## config.mk

```make
export PLATFORM = sky130hd
export DESIGN_NAME = instruction_fetch
export DESIGN_NICKNAME = d
export VERILOG_FILES = /design/src/rtl/fetch_pkg.sv /design/src/rtl/fetch_next_pc.sv /design/src/rtl/instruction_fetch.sv
export SDC_FILE = /design/constraint.sdc
export NUM_CORES = 1
export LEC_CHECK = 0
export ABC_AREA = 0
export BUFFER_PORTS_ARGS = -buffer_cell sky130_fd_sc_hd__buf_4
export CAP_MARGIN = 20
export CORE_ASPECT_RATIO = 0.6
export CORE_MARGIN = 8
export CORE_UTILIZATION = 51
export CTS_CLUSTER_DIAMETER = 100
export DETAILED_ROUTE_END_ITERATION = 12
export GPL_ROUTABILITY_DRIVEN = 0
export MAX_ROUTING_LAYER = met4
export PLACE_DENSITY_LB_ADDON = 0.15
export SLEW_MARGIN = 20
export SYNTH_ARGS = -nofsm -noshare
export SYNTH_HDL_FRONTEND = slang
export SYNTH_SLANG_ARGS = --single-unit
```

## constraint.sdc

```tcl
create_clock -name clk -period 2.4 [get_ports clk]
set_input_delay 0.12 -clock clk [delete_from_list [all_inputs] [get_ports clk]]
set_output_delay 0.12 -clock clk [all_outputs]
set_load 0.005 [all_outputs]
```

## src/rtl/fetch_pkg.sv

```systemverilog
// Shared types and constants for the instruction fetch stage.
package fetch_pkg;

  typedef enum logic {
    FETCH  = 1'b0,
    HALTED = 1'b1
  } fetch_state_t;

  localparam logic [31:0] NOP_INSTR    = 32'h00000013;
  localparam logic [31:0] EBREAK_INSTR = 32'h00100073;
  localparam int          INSTR_BYTES  = 4;

endpackage

```

## src/rtl/fetch_next_pc.sv

```systemverilog
// Next program counter selection: hold, sequential +4, or word-aligned redirect.
module fetch_next_pc
  import fetch_pkg::*;
#(
  parameter int XLEN = 64
) (
  input  logic [XLEN-1:0] pc,
  input  logic            load,
  input  logic            is_ebreak,
  input  logic            redirect_valid,
  input  logic [XLEN-1:0] redirect_pc,
  output logic [XLEN-1:0] next_pc
);

  // A redirect always wins; a captured EBREAK leaves the PC parked on itself.
  always_comb begin
    next_pc = pc;
    if (redirect_valid) begin
      next_pc = redirect_pc & ~XLEN'(INSTR_BYTES - 1);
    end else if (load && !is_ebreak) begin
      next_pc = pc + XLEN'(INSTR_BYTES);
    end
  end

endmodule

```

## src/rtl/instruction_fetch.sv

```systemverilog
// Fetch stage: owns the PC, reads instruction memory combinationally and
// hands each instruction to decode through a registered valid/ready slot.
module instruction_fetch
  import fetch_pkg::*;
#(
  parameter int            XLEN     = 64,
  parameter logic [XLEN-1:0] RESET_PC = '0
) (
  input  logic            clk,
  input  logic            rst_n,
  output logic [XLEN-1:0] imem_addr,
  input  logic [31:0]     imem_data,
  input  logic            redirect_valid,
  input  logic [XLEN-1:0] redirect_pc,
  input  logic            id_ready,
  output logic            id_valid,
  output logic [31:0]     id_instr,
  output logic [XLEN-1:0] id_pc,
  output logic            halted,
  output logic [31:0]     fetch_count
);

  fetch_state_t    state_q, state_d;
  logic [XLEN-1:0] pc_q, pc_d;
  logic            id_valid_q, id_valid_d;
  logic [31:0]     id_instr_q, id_instr_d;
  logic [XLEN-1:0] id_pc_q, id_pc_d;
  logic [31:0]     fetch_count_q, fetch_count_d;

  logic            load;
  logic            is_ebreak;

  assign is_ebreak = (imem_data == EBREAK_INSTR);

  // The output slot can take a new word when empty or when decode drains it.
  assign load = (state_q == FETCH) && !redirect_valid && (!id_valid_q || id_ready);

  fetch_next_pc #(
    .XLEN(XLEN)
  ) u_next_pc (
    .pc            (pc_q),
    .load          (load),
    .is_ebreak     (is_ebreak),
    .redirect_valid(redirect_valid),
    .redirect_pc   (redirect_pc),
    .next_pc       (pc_d)
  );

  // Next-state and output-slot logic; a redirect flushes the slot and restarts fetch.
  always_comb begin
    state_d       = state_q;
    id_valid_d    = id_valid_q;
    id_instr_d    = id_instr_q;
    id_pc_d       = id_pc_q;
    fetch_count_d = fetch_count_q;
    if (redirect_valid) begin
      state_d    = FETCH;
      id_valid_d = 1'b0;
    end else if (load) begin
      id_valid_d    = 1'b1;
      id_instr_d    = imem_data;
      id_pc_d       = pc_q;
      fetch_count_d = fetch_count_q + 32'd1;
      if (is_ebreak) begin
        state_d = HALTED;
      end
    end else if (id_valid_q && id_ready) begin
      id_valid_d = 1'b0;
    end
  end

  // FSM state register.
  always_ff @(posedge clk or negedge rst_n) begin
    if (!rst_n) begin
      state_q <= FETCH;
    end else begin
      state_q <= state_d;
    end
  end

  // PC, output slot and fetch counter registers.
  always_ff @(posedge clk or negedge rst_n) begin
    if (!rst_n) begin
      pc_q          <= RESET_PC;
      id_valid_q    <= 1'b0;
      id_instr_q    <= NOP_INSTR;
      id_pc_q       <= '0;
      fetch_count_q <= '0;
    end else begin
      pc_q          <= pc_d;
      id_valid_q    <= id_valid_d;
      id_instr_q    <= id_instr_d;
      id_pc_q       <= id_pc_d;
      fetch_count_q <= fetch_count_d;
    end
  end

  assign imem_addr   = pc_q >> 2;
  assign id_valid    = id_valid_q;
  assign id_instr    = id_instr_q;
  assign id_pc       = id_pc_q;
  assign halted      = (state_q == HALTED);
  assign fetch_count = fetch_count_q;

endmodule
```

# Yosys cells after proc, flatten, opt, wreduce, memory -nomap -nowiden
# Index checks and enable logic that the tools add are counted.
[totals]
register_bits = 194
input_bits = 100
output_inout_bits = 194
wordCells = 33
[op_classes]
addsub = 2
eq_ne = 1
muxes = 8
n_bitwise = 2
reduce_logical = 14
[ops]
columns = ["operator", "n"]
rows = [
  ["$mux W64", 2],
  ["$add A64 B3 Y64 const B", 1],
  ["$add A32 B1 Y32 const B", 1],
  ["$eq A32 B21 Y1 const B", 1],
  ["$mux W1", 6],
  ["$reduce_bool A2 Y1", 3],
  ["$logic_and A1 B1 Y1", 4],
  ["$reduce_and A2 Y1", 2],
  ["$logic_not A1 Y1", 3],
  ["$reduce_bool A3 Y1", 1],
  ["$not A1 Y1", 2],
  ["$logic_or A1 B1 Y1", 1],
]

# Logic depth before layout (Yosys ltp)
[logic_depth]
depth_word = 6
mapped_depth = 8
depth_no_buf = 6

# Hierarchy
# From an unflattened synthesis, not the netlist that was laid out.
[hier_totals]
hier_cells = 1064
area_unflattened_um2 = 9504.1
[modules_own_cells]
columns = ["mod", "instances", "cells_each", "area_each_um2", "seq_area_each_um2"]
rows = [
  ["instruction_fetch", 1, 676, 7298.2, 4858.4],
  ["fetch_next_pc", 1, 388, 2205.9, 0.0],
]

# Worst setup path before layout
# OpenSTA, ideal clock, no wires.
[synth_timing]
path_kind = "register to register"
startpoint = "reg pc_q[2]"
endpoint = "reg pc_q[62]"
setup_time_ns = 0.082
arrival_time_ns = 2.142
required_time_ns = 2.318
path_slack_ns = 0.176
path_stages_with_launch = 8
n_path_buf = 1
synth_period_minus_slack_ns = 2.224
cell_sequence = "dfrtp_1 -> ha_1 -> nand3_1 -> nor4_4 -> nand4_4 -> buf_6 -> or4_1 -> a31oi_1"
[synth_between]
elab_chain_len = 3
[synth_lines]
columns = ["item", "line_no", "rtl"]
rows = [
  ["start: declaration", "instruction_fetch.sv:24", "logic [XLEN-1:0] pc_q, pc_d;"],
  ["start signal: assignment", "instruction_fetch.sv:90", "pc_q <= pc_d;"],
  ["$add A64 B3 Y64", "fetch_next_pc.sv:21", "next_pc = pc + XLEN'(INSTR_BYTES);"],
  ["$mux W64", "fetch_next_pc.sv:20", "end else if (load && !is_ebreak) begin"],
  ["$mux W64", "fetch_next_pc.sv:18", "if (redirect_valid) begin"],
]
# Every way passes these cells. The select of a mux whose other input is x is not followed.
# A chain may end at the register's enable or synchronous reset.

# Final worst setup path
[layout_timing]
startpoint = "reg pc_q[23]"
endpoint = "reg pc_q[56]"
# Same word-level chain as after synthesis.

==> run metrics <==
Layout Area Growth over Synthesis=48.0%; Max-Cap Viols=0; leakage power figure=6.50 nW; outcome=finished clean; Setup crit end kind=register; initial standard-cell utilization of the core=51.4%; ys async rst share=100%; number of sinks on the clock net=190; max-slew violations=0; arrival time of data at the critical path endpoint=2.66 ns; number of hold-slack violations in the final timing report=0; RR Endpoint=pc_q[56]; post-detail-place hpwl=23.3 mm; GRT Residual Overflow=0; Clk Latency, worst-skew pair=0.44 ns; number of placed cells counting well taps=1566; Register-to-Register Path Depth=5; count of nets after finishing=1543; data required time of the worst path=2.74 ns; Site Rows=38; final setup fails=0; NetSw=0.00269 W; x dimension of the die=189 microns; aggregate global-route resource usage=30.3%; synthesized cell area=9190 sq um; global-route wire length before repair=53.4 mm; vias after detailed routing=9732; type of the worst min-delay path=primary input to register; switching share of power=30.8%; Critical Path Source=pc_q[23]; count of fill cells added during filler insertion=1273; Worst-Margin Slew=0.939 ns; clock tree from TritonCTS=built; vias in the first global route=9653; worst reg2reg setup slack=0.08 ns; crit path capture=pc_q[56]; clock input transition at the sequential cells of the worst setup and hold paths=0.08 ns; detailed-route vias per instance=5.74; maximum root-to-sink buffer count=2; most frequently used cell type in the post-synthesis netlist=nand2_1; Seq/Total Area, Yosys=51.8%; cell area after layout=13600 sq um; CTS root buffer=clkbuf_16; Detailed Route WL=34.0 mm; Clock H-tree levels=4; area of placed instances=12000 sq um; area of the core=17900 sq um; largest cells by area after synthesis=dfrtp_1, nand2_1, xnor2_1; Fmax achieved=431 MHz; VDD IR max=0.000439 V; number of distinct library cells after synthesis=53; number of DRC violations after detailed-routing iteration 0=945; worst clock skew=0.00893 ns; DR pass1 iterations=5; crit path launch type=register; source of the worst register-to-register timing path=pc_q[23]; Top-Level Pins=294; fraction of final layout cells with drive strength greater than 1=28.5%; internal power consumption=0.00603 W; largest fanout of any net on the critical path=14; Synthesis Warnings=0; unrepaired setup endpoints after global routing=no; y dimension of the die=120 microns; Avg Cell Area, Syn=8.97 sq um; antenna violations before repair=2; number of instances in the synthesized netlist=1025; post-synth top area cell=dfrtp_1; power share of the combinational group=21.8%; type of the setup path with the least slack=register to register; Relative slew margins=37.4%; Final Instance Count excl. Fillers=1696; power density of the placed cells=641 nW/um^2; register bit total from synthesis=190; number of nets with antenna violations after routing=0; remaining design rule violation count=0; post-DR wirelength/cell=20.0 microns; IO buf count=287; total power of the final layout=0.00872 W; Final TNS setup=0 ns; post-synth top area share=50.9%; final clock period utilization by the worst path=96.6%; Final min period=2.32 ns; top post-synthesis cells by count=nand2_1, dfrtp_1, nor2_1; Inserted Clock Buffers=17; maximum number of pins on one net before global-route repair=88; number of synthesized flops with an enable pin=0; dominant register cell in the synthesized netlist=dfrtp_1; DIE AREA=22700 sq um; share of total power in sequential cells=45.0%; Clk pwr share=33.3%
-- worst max-delay path: stages (launching register included) --
cell	delay (ns)
dfrtp_1	0.50
and3_1	0.33
and3_2	0.34
nand4_4	0.27
or4_1	0.58
a31oi_1	0.22
-- worst min-delay path by stage --
stage,startpoint,end,depth (start not counted)
CTS,redirect_pc[43],pc_q[43],3
global route,redirect_pc[56],pc_q[56],3
floorplan,rst_n,fetch_count[0],0
detailed placement,rst_n,id_instr[18],1
global placement,rst_n,id_instr[18],1
finish,redirect_pc[20],pc_q[20],3
-- cell usage in the layout, fill, tap and decap left out, types with 4 or more instances in the layout --
cell type      count
a31oi_1           36
and2_1             6
and3_1            12
and4_1            17
buf_12             4
buf_4            351
clkbuf_16         17
conb_1             4
dfrtp_1          185
dlygate4sd3_1     92
inv_1              7
inv_6              4
nand2_1          329
nand3_1           34
nand4_1           36
nor2_1            54
nor2b_1            5
nor3_1            15
nor4_1             9
o2111ai_1         11
o211ai_1          11
o21ai_0           40
o31ai_1           22
or3_1             17
or4_1             25
xnor2_1           28
xor2_1            20
-- final cells by class --
cell class,instances,area (sq um),share of cell area [%]
Antenna cell,2,5.00,0.0368
Clock buffer,17,425,3.13
Clock inverter,15,176,1.30
Inverter,8,30.0,0.221
Multi-Input combinational cell,776,4260,31.3
Sequential cell,190,4760,35.0
Tap cell,240,300,2.21
Timing Repair Buffer,448,3650,26.8
-- power by group through the flow --
stage	Combinational (W)	Sequential (W)	Clock [W]
2_1_floorplan	0.000599	0.00396	0
3_3_place_gp	0.00172	0.00395	0
3_5_place_dp	0.00175	0.00396	0
4_1_cts	0.00188	0.00391	0.00292
5_1_grt	0.00208	0.00397	0.00306
6_report	0.00190	0.00392	0.00290
-- layer usage --
layer  vias to the layer above  global-route usage [%]  part of all wire (%)  routed length (microns)
met1                      4704                    41.4                    43                    14600
met4                         0                    7.15                   1.8                      628
met5                         -                       -                     0                        0
met2                       530                    44.0                    44                    15100
met3                        58                    8.95                    11                     3710
li1                       4440                       -                     -                        -
-- flip-flops by register name, indices dropped and copies added, names as in the netlist --
signal       cells
id_pc           62
pc_q            62
fetch_count     32
id_instr        32
halted           1
id_valid         1
-- through the flow --
step / hold WS (ns) / setup slack, ns / utilization (%)
after floorplan: -0.176 / 0.176 / -
after global placement: 0.204 / 0.0711 / 67.1
after detailed placement: 0.196 / -0.00493 / 67.1
after CTS: 0.00322 / 0.0530 / 75.7
after global routing: 0.0248 / 0.0299 / 76.1
final: 0.0219 / 0.0805 / 76.1
-- cells by family (layout without fill, tap and decap cells) --
kind of cell,after synthesis,after routing,share of synthesized area [%]
other,1,6,0.0408
flip-flops,190,190,51.8
multiplexers,3,3,0.327
adder cells (fa/ha/maj),2,2,0.272
AND/OR/NAND/NOR,583,584,30.4
AO/OA/AOI/OAI,135,135,9.69
buffers and inverters,63,488,2.87
XOR/XNOR,48,48,4.57
-- what timing repair did --
| action | in CTS | in global routing |
|---|---|---|
| gates cloned | 1 | 0 |
| gates resized for setup | 1 | 10 |
| endpoints found under the hold margin | 169 | 0 |
| buffers inserted | 2 | 1 |
| pin swaps | 2 | 1 |
| hold buffers | 92 | 0 |
| endpoints found under the setup margin | 3 | 18 |
(Power assumes the default switching activity.)
